$ cat config.mk
export PLATFORM = sky130hd
export DESIGN_NAME = fcs_checker_wide
export DESIGN_NICKNAME = d
export VERILOG_FILES = /design/src/rtl/fcs_checker_wide.sv
export SDC_FILE = /design/constraint.sdc
export NUM_CORES = 1
export LEC_CHECK = 0
export BUFFER_PORTS_ARGS = -buffer_cell sky130_fd_sc_hd__buf_2
export CAP_MARGIN = 20
export CORE_MARGIN = 2
export CORE_UTILIZATION = 40
export CTS_BUF_LIST = sky130_fd_sc_hd__clkbuf_8 sky130_fd_sc_hd__clkbuf_16
export CTS_CLUSTER_SIZE = 30
export DETAILED_ROUTE_END_ITERATION = 8
export PLACE_DENSITY = 0.58
export SYNTH_ARGS = -nofsm -noshare
export SYNTH_HDL_FRONTEND = slang
export SYNTH_SLANG_ARGS = --single-unit
$ cat constraint.sdc
create_clock -name clk -period 8.6 [get_ports clk]
set_clock_uncertainty 0.1 [all_clocks]
set_input_delay 1.72 -clock clk [delete_from_list [all_inputs] [get_ports clk]]
set_output_delay 1.72 -clock clk [all_outputs]
set_load 0.1 [all_outputs]
$ cat src/rtl/fcs_checker_wide.sv
// Ethernet FCS (CRC-32) checker for BYTES-lane receive beats; registered end-of-frame status.
// Define FCS_CHECKER_STATS_EN to add saturating good/bad frame counters.
module fcs_checker_wide #(
  parameter int unsigned BYTES           = 1,
  parameter logic [31:0] CRC_POLY        = 32'hEDB8_8320,  // reflected form of 0x04C11DB7
  parameter logic [31:0] CRC_INIT        = 32'hFFFF_FFFF,
  parameter logic [31:0] CRC_RESIDUE     = 32'hDEBB_20E3,
  parameter int unsigned MIN_FRAME_BYTES = 64,
  parameter int unsigned MAX_FRAME_BYTES = 1518,
  parameter int unsigned LEN_W           = 16,
  parameter int unsigned CNT_W           = 32,
  localparam int unsigned KEEP_W         = $clog2(BYTES) + 1
) (
  input  logic                clk,
  input  logic                rst,
  input  logic [8*BYTES-1:0]  data_i,
  input  logic                valid_i,
  input  logic                sof_i,
  input  logic                eof_i,
  input  logic [KEEP_W-1:0]   keep_i,
  input  logic                abort_i,
  output logic                status_valid_o,
  output logic                fcs_error_o,
  output logic                runt_o,
  output logic                oversize_o,
  output logic                aborted_o,
  output logic [LEN_W-1:0]    frame_len_o
`ifdef FCS_CHECKER_STATS_EN
  ,
  output logic [CNT_W-1:0]    good_cnt_o,
  output logic [CNT_W-1:0]    bad_cnt_o
`endif
);

  localparam logic [KEEP_W-1:0] LANES   = KEEP_W'(BYTES);
  localparam logic [LEN_W-1:0]  MIN_LEN = LEN_W'(MIN_FRAME_BYTES);
  localparam logic [LEN_W-1:0]  MAX_LEN = LEN_W'(MAX_FRAME_BYTES);

  typedef enum logic [0:0] {StIdle, StActive} state_e;

  state_e            state_q, state_d;
  logic [31:0]       crc_q, crc_d;
  logic [LEN_W-1:0]  len_q, len_d;

  logic [KEEP_W-1:0] beat_bytes;
  logic              fresh;
  logic [31:0]       crc_fold;
  logic [LEN_W-1:0]  len_base;
  logic [LEN_W:0]    len_sum;
  logic [LEN_W-1:0]  len_fold;

  logic              done;
  logic              done_abort;
  logic [LEN_W-1:0]  done_len;
  logic              done_fcs_err;
  logic              done_runt;
  logic              done_over;

  logic              status_valid_q;
  logic              fcs_error_q;
  logic              runt_q;
  logic              oversize_q;
  logic              aborted_q;
  logic [LEN_W-1:0]  frame_len_q;

  function automatic logic [31:0] crc_byte(input logic [31:0] crc, input logic [7:0] b);
    logic [31:0] r;
    r = crc ^ {24'h0, b};
    for (int k = 0; k < 8; k++) begin
      r = r[0] ? ((r >> 1) ^ CRC_POLY) : (r >> 1);
    end
    return r;
  endfunction

  // Fold this beat into the CRC and length; a sof beat always starts from the preset.
  always_comb begin
    beat_bytes = LANES;
    if (eof_i && (keep_i != '0) && (keep_i <= LANES)) beat_bytes = keep_i;
    fresh    = (state_q == StIdle) || sof_i;
    crc_fold = fresh ? CRC_INIT : crc_q;
    for (int unsigned i = 0; i < BYTES; i++) begin
      if (KEEP_W'(i) < beat_bytes) crc_fold = crc_byte(crc_fold, data_i[8*i +: 8]);
    end
    len_base = fresh ? '0 : len_q;
    len_sum  = {1'b0, len_base} + (LEN_W+1)'(beat_bytes);
    len_fold = len_sum[LEN_W] ? '1 : len_sum[LEN_W-1:0];
  end

  always_comb begin
    state_d    = state_q;
    crc_d      = crc_q;
    len_d      = len_q;
    done       = 1'b0;
    done_abort = 1'b0;
    done_len   = len_fold;
    case (state_q)
      StIdle: begin
        if (valid_i && sof_i) begin
          if (eof_i) begin
            done = 1'b1;
          end else begin
            state_d = StActive;
            crc_d   = crc_fold;
            len_d   = len_fold;
          end
        end
      end
      StActive: begin
        if (abort_i || (valid_i && sof_i)) begin
          // Old frame ends bad; its length excludes the terminating beat.
          done       = 1'b1;
          done_abort = 1'b1;
          done_len   = len_q;
          state_d    = StIdle;
          crc_d      = CRC_INIT;
          len_d      = '0;
          if (!abort_i && !eof_i) begin
            state_d = StActive;
            crc_d   = crc_fold;
            len_d   = len_fold;
          end
        end else if (valid_i) begin
          if (eof_i) begin
            done    = 1'b1;
            state_d = StIdle;
            crc_d   = CRC_INIT;
            len_d   = '0;
          end else begin
            crc_d = crc_fold;
            len_d = len_fold;
          end
        end
      end
      default: state_d = StIdle;
    endcase
    done_fcs_err = done_abort || (crc_fold != CRC_RESIDUE);
    done_runt    = done_len < MIN_LEN;
    done_over    = done_len > MAX_LEN;
  end

  always_ff @(posedge clk or posedge rst) begin
    if (rst) begin
      state_q <= StIdle;
      crc_q   <= CRC_INIT;
      len_q   <= '0;
    end else begin
      state_q <= state_d;
      crc_q   <= crc_d;
      len_q   <= len_d;
    end
  end

  always_ff @(posedge clk or posedge rst) begin
    if (rst) begin
      status_valid_q <= 1'b0;
      fcs_error_q    <= 1'b0;
      runt_q         <= 1'b0;
      oversize_q     <= 1'b0;
      aborted_q      <= 1'b0;
      frame_len_q    <= '0;
    end else begin
      status_valid_q <= done;
      if (done) begin
        fcs_error_q <= done_fcs_err;
        runt_q      <= done_runt;
        oversize_q  <= done_over;
        aborted_q   <= done_abort;
        frame_len_q <= done_len;
      end
    end
  end

  assign status_valid_o = status_valid_q;
  assign fcs_error_o    = fcs_error_q;
  assign runt_o         = runt_q;
  assign oversize_o     = oversize_q;
  assign aborted_o      = aborted_q;
  assign frame_len_o    = frame_len_q;

`ifdef FCS_CHECKER_STATS_EN
  logic [CNT_W-1:0] good_q;
  logic [CNT_W-1:0] bad_q;
  logic             done_bad;

  assign done_bad = done_fcs_err | done_runt | done_over | done_abort;

  // Counters move on the same edge that raises the status strobe.
  always_ff @(posedge clk or posedge rst) begin
    if (rst) begin
      good_q <= '0;
      bad_q  <= '0;
    end else if (done) begin
      if (done_bad) begin
        if (bad_q != '1) bad_q <= bad_q + 1'b1;
      end else begin
        if (good_q != '1) good_q <= good_q + 1'b1;
      end
    end
  end

  assign good_cnt_o = good_q;
  assign bad_cnt_o  = bad_q;
`endif

endmodule

==> flow_summary.ini <==
[synth]
yosys_register_bits = 70
synthFlopType = dfrtp_1
yosys.area_share.simple_pct = 20.3
synth_area_um2 = 4920
yosysUniqueCellTypes = 68
synth-compound-area-share_pct = 18.1
postSynthAreaPerCell_um2 = 8.61
synth_edf_count = 0
synth_adder_area_share_pct = 0.458
ys_async_sr_fraction_pct = 100
synthCells = 571
synth_top_family_by_area = XOR/XNOR gates
synthesis.nets = 587
synthMuxAreaShare_pct = 0.432
synth_xor_area_share_pct = 20.5
ys_seq_area_share_pct = 36.4
yosysWarnings = 0

[cells_and_area]
num_antenna_cells = 0
utilization_pct = 45.5
nFillCells = 1217
final_nets = 601
layout-drive-gt1-share_pct = 18.1
synthToLayoutAreaGrowth_pct = 11.2
multi_input_area_um2 = 2940
seqCellArea_um2 = 1790

[drt]
drtPass1Iterations = 5
vias = 4124
routed_wl_mm = 12.6
antenna_left = 0
drcViolationCount = 0
via_per_inst = 5.60
dr.first_iter.drc_count = 324
drt-wirelength-per-cell_um = 17.1

[power]
p_leak_nw = 2.20
ir_drop_mv = 0.213
finalPower_mw = 1.47
p_per_area_nw_per_um2 = 268

[floorplanning]
die_w_um = 115
die_area_um2 = 13200
start_util_pct = 40.9
io_pins = 36
core-area_um2 = 12000
num_rows = 40
die_h_um = 115

[sta]
final_max_slew_viol_count = 0
max_slew_margin_pct = 39.9
setup_tns_ns = 0
setup_viol = 0
holdWs_ns = 0.362
fmax_ghz = 0.214
period_share_pct = 54.3
hold_viol = 0
min_period_ns = 4.67
rsz0062_at_grt = no
worstMarginPinSlew_ns = 0.899
setup_ws_ns = 3.93

[global_route]
gr-total-overflow = 0
antenna_found_initial = 0
grt_usage_pct = 20.4
grt_start_max_net_pins = 71
grt_pass1_vias = 4069
grt_pass1_wl_mm = 21.0

[clock_tree]
post_cts_buffers = 0
h-tree-depth = 3
clockRootBuffer = clkbuf_16
cts.clk_slew.worst_paths_ns = 0.05
cts_hold_buffers = 0
post_cts_resized = 0
clk_latency_ns = 0.35
cts_sinks = 70
cts_tree = done
clk_path_buf_depth = 2
cts-buffers-inserted = 9

[worst_hold_path]
hold_class = reg -> reg
min-delay-start = frame_len_o[9]$_DFFE_PP0P_
min_path_cells = 2

[placed_design]
port_buffers = 34
dpl_worst_slack_ns = 3.62
globalplace.congestion = 0.843
dp_hpwl_mm = 8.49

[worst_setup_path]
timing.critical_path.from = sof_i
critPathCaptureType = flop
crit_required_ns = 8.78
r2r-start = state_q$_DFF_PP0_
critPathMaxFanout = 50
cp.arrival_ns = 4.85
start_kind = input port
rr_worst_depth = 11
path_class = in -> reg

[run_status]
status = finished clean

[job]
drv_cap = 0
## power by group
part	switching [mW]	internal, mW	leakage [nW]
Combinational	0.334	0.212	1.21
Sequential	0.0811	0.450	0.831
Clock	0.139	0.249	0.157
## cell usage after synthesis, types with 3 or more instances
cell / instances / area [um^2]
nor2_1: 92 / 345
xnor2_1: 64 / 561
nand2_1: 54 / 203
a21oi_1: 51 / 255
dfrtp_1: 38 / 951
o21ai_0: 38 / 190
dfstp_2: 32 / 841
clkbuf_1: 24 / 90.1
xor2_1: 23 / 201
nand3_1: 13 / 65.1
o22a_1: 10 / 87.6
buf_2: 8 / 40.0
a31oi_1: 7 / 43.8
inv_1: 7 / 26.3
nor4_1: 7 / 43.8
nand4_1: 5 / 31.3
o22ai_1: 5 / 31.3
a21o_1: 4 / 30.0
a22oi_1: 4 / 30.0
and2_1: 4 / 25.0
nand2b_1: 4 / 25.0
nor3_1: 4 / 20.0
o21ai_1: 4 / 20.0
xnor2_2: 4 / 65.1
xnor3_1: 4 / 90.1
a211oi_1: 3 / 22.5
buf_1: 3 / 11.3
nand3b_1: 3 / 22.5
o21a_1: 3 / 22.5
## cell type report
| cell class | instances | area share, % |
|---|---|---|
| repair buffers | 39 | 3.80 |
| well taps | 147 | 3.36 |
| clock buffers | 9 | 4.12 |
| inverters | 9 | 0.618 |
| multi-input cells | 456 | 53.8 |
| flip-flops and latches | 70 | 32.8 |
| clock inverters | 7 | 1.51 |
## cell usage in the layout, fill, tap and decap left out, types with 9 or more instances in the layout
cell type	n
a21oi_1	51
dfstp_2	32
o21ai_0	38
dfrtp_1	38
xnor2_1	64
o22a_1	10
nor2_1	92
nand2_1	54
xor2_1	23
buf_2	34
clkbuf_16	9
nand3_1	13
inv_1	9
## path summary, 6_finish.rpt
check | to | slack (ns)
max | oversize_o$_DFFE_PP0P_ | 3.93
min | frame_len_o[9]$_DFFE_PP0P_ | 0.36
max reg2reg | oversize_o$_DFFE_PP0P_ | 4.77
min reg2reg | frame_len_o[9]$_DFFE_PP0P_ | 0.36
max in group asynchronous | len_q[11]$_DFFE_PP0P_ | 6.28
min in group asynchronous | state_q$_DFF_PP0_ | 1.52
## layer usage
| metal | share of wire, % | routed length, um | vias up | GRT usage, % |
|---|---|---|---|---|
| li1 | - | - | 2008 | - |
| met1 | 43 | 5460 | 1968 | 25.4 |
| met2 | 50 | 6360 | 125 | 34.2 |
| met3 | 4.3 | 537 | 23 | 5.22 |
| met4 | 2.0 | 251 | 0 | 7.55 |
| met5 | 0 | 0 | - | 0 |
## cell families (layout without fill, tap and decap cells)
family	count (synthesis)	in the layout
simple gates	207	207
compound gates	146	146
xor+xnor	99	99
flops	70	70
buf+inv	45	64
fa+ha+maj	2	2
mux	2	2
## worst max-delay path, cell delays in order
cell,delay (ns)
buf_2,0.20
nand2b_4,0.46
nor2_1,0.23
ha_1,0.29
and3_1,0.29
nand3_1,0.20
nor2_4,0.42
o21ai_1,0.16
a221oi_1,0.43
a41oi_1,0.18
nor2_1,0.13
o31a_1,0.14
## flip-flops by register name, indices dropped and copies added, names as in the netlist
register / flops
status_valid_o: 1
crc_q: 32
state_q: 1
oversize_o: 1
runt_o: 1
len_q: 16
fcs_error_o: 1
frame_len_o: 16
aborted_o: 1
## stage by stage
stage / instances / cell area, um^2
final: 737 / 5470
after global placement: 721 / 5160
after CTS: 737 / 5470
after detailed placement: 721 / 5160
after global routing: 737 / 5470
after floorplan: 571 / 4920
(Power assumes the default switching activity.)
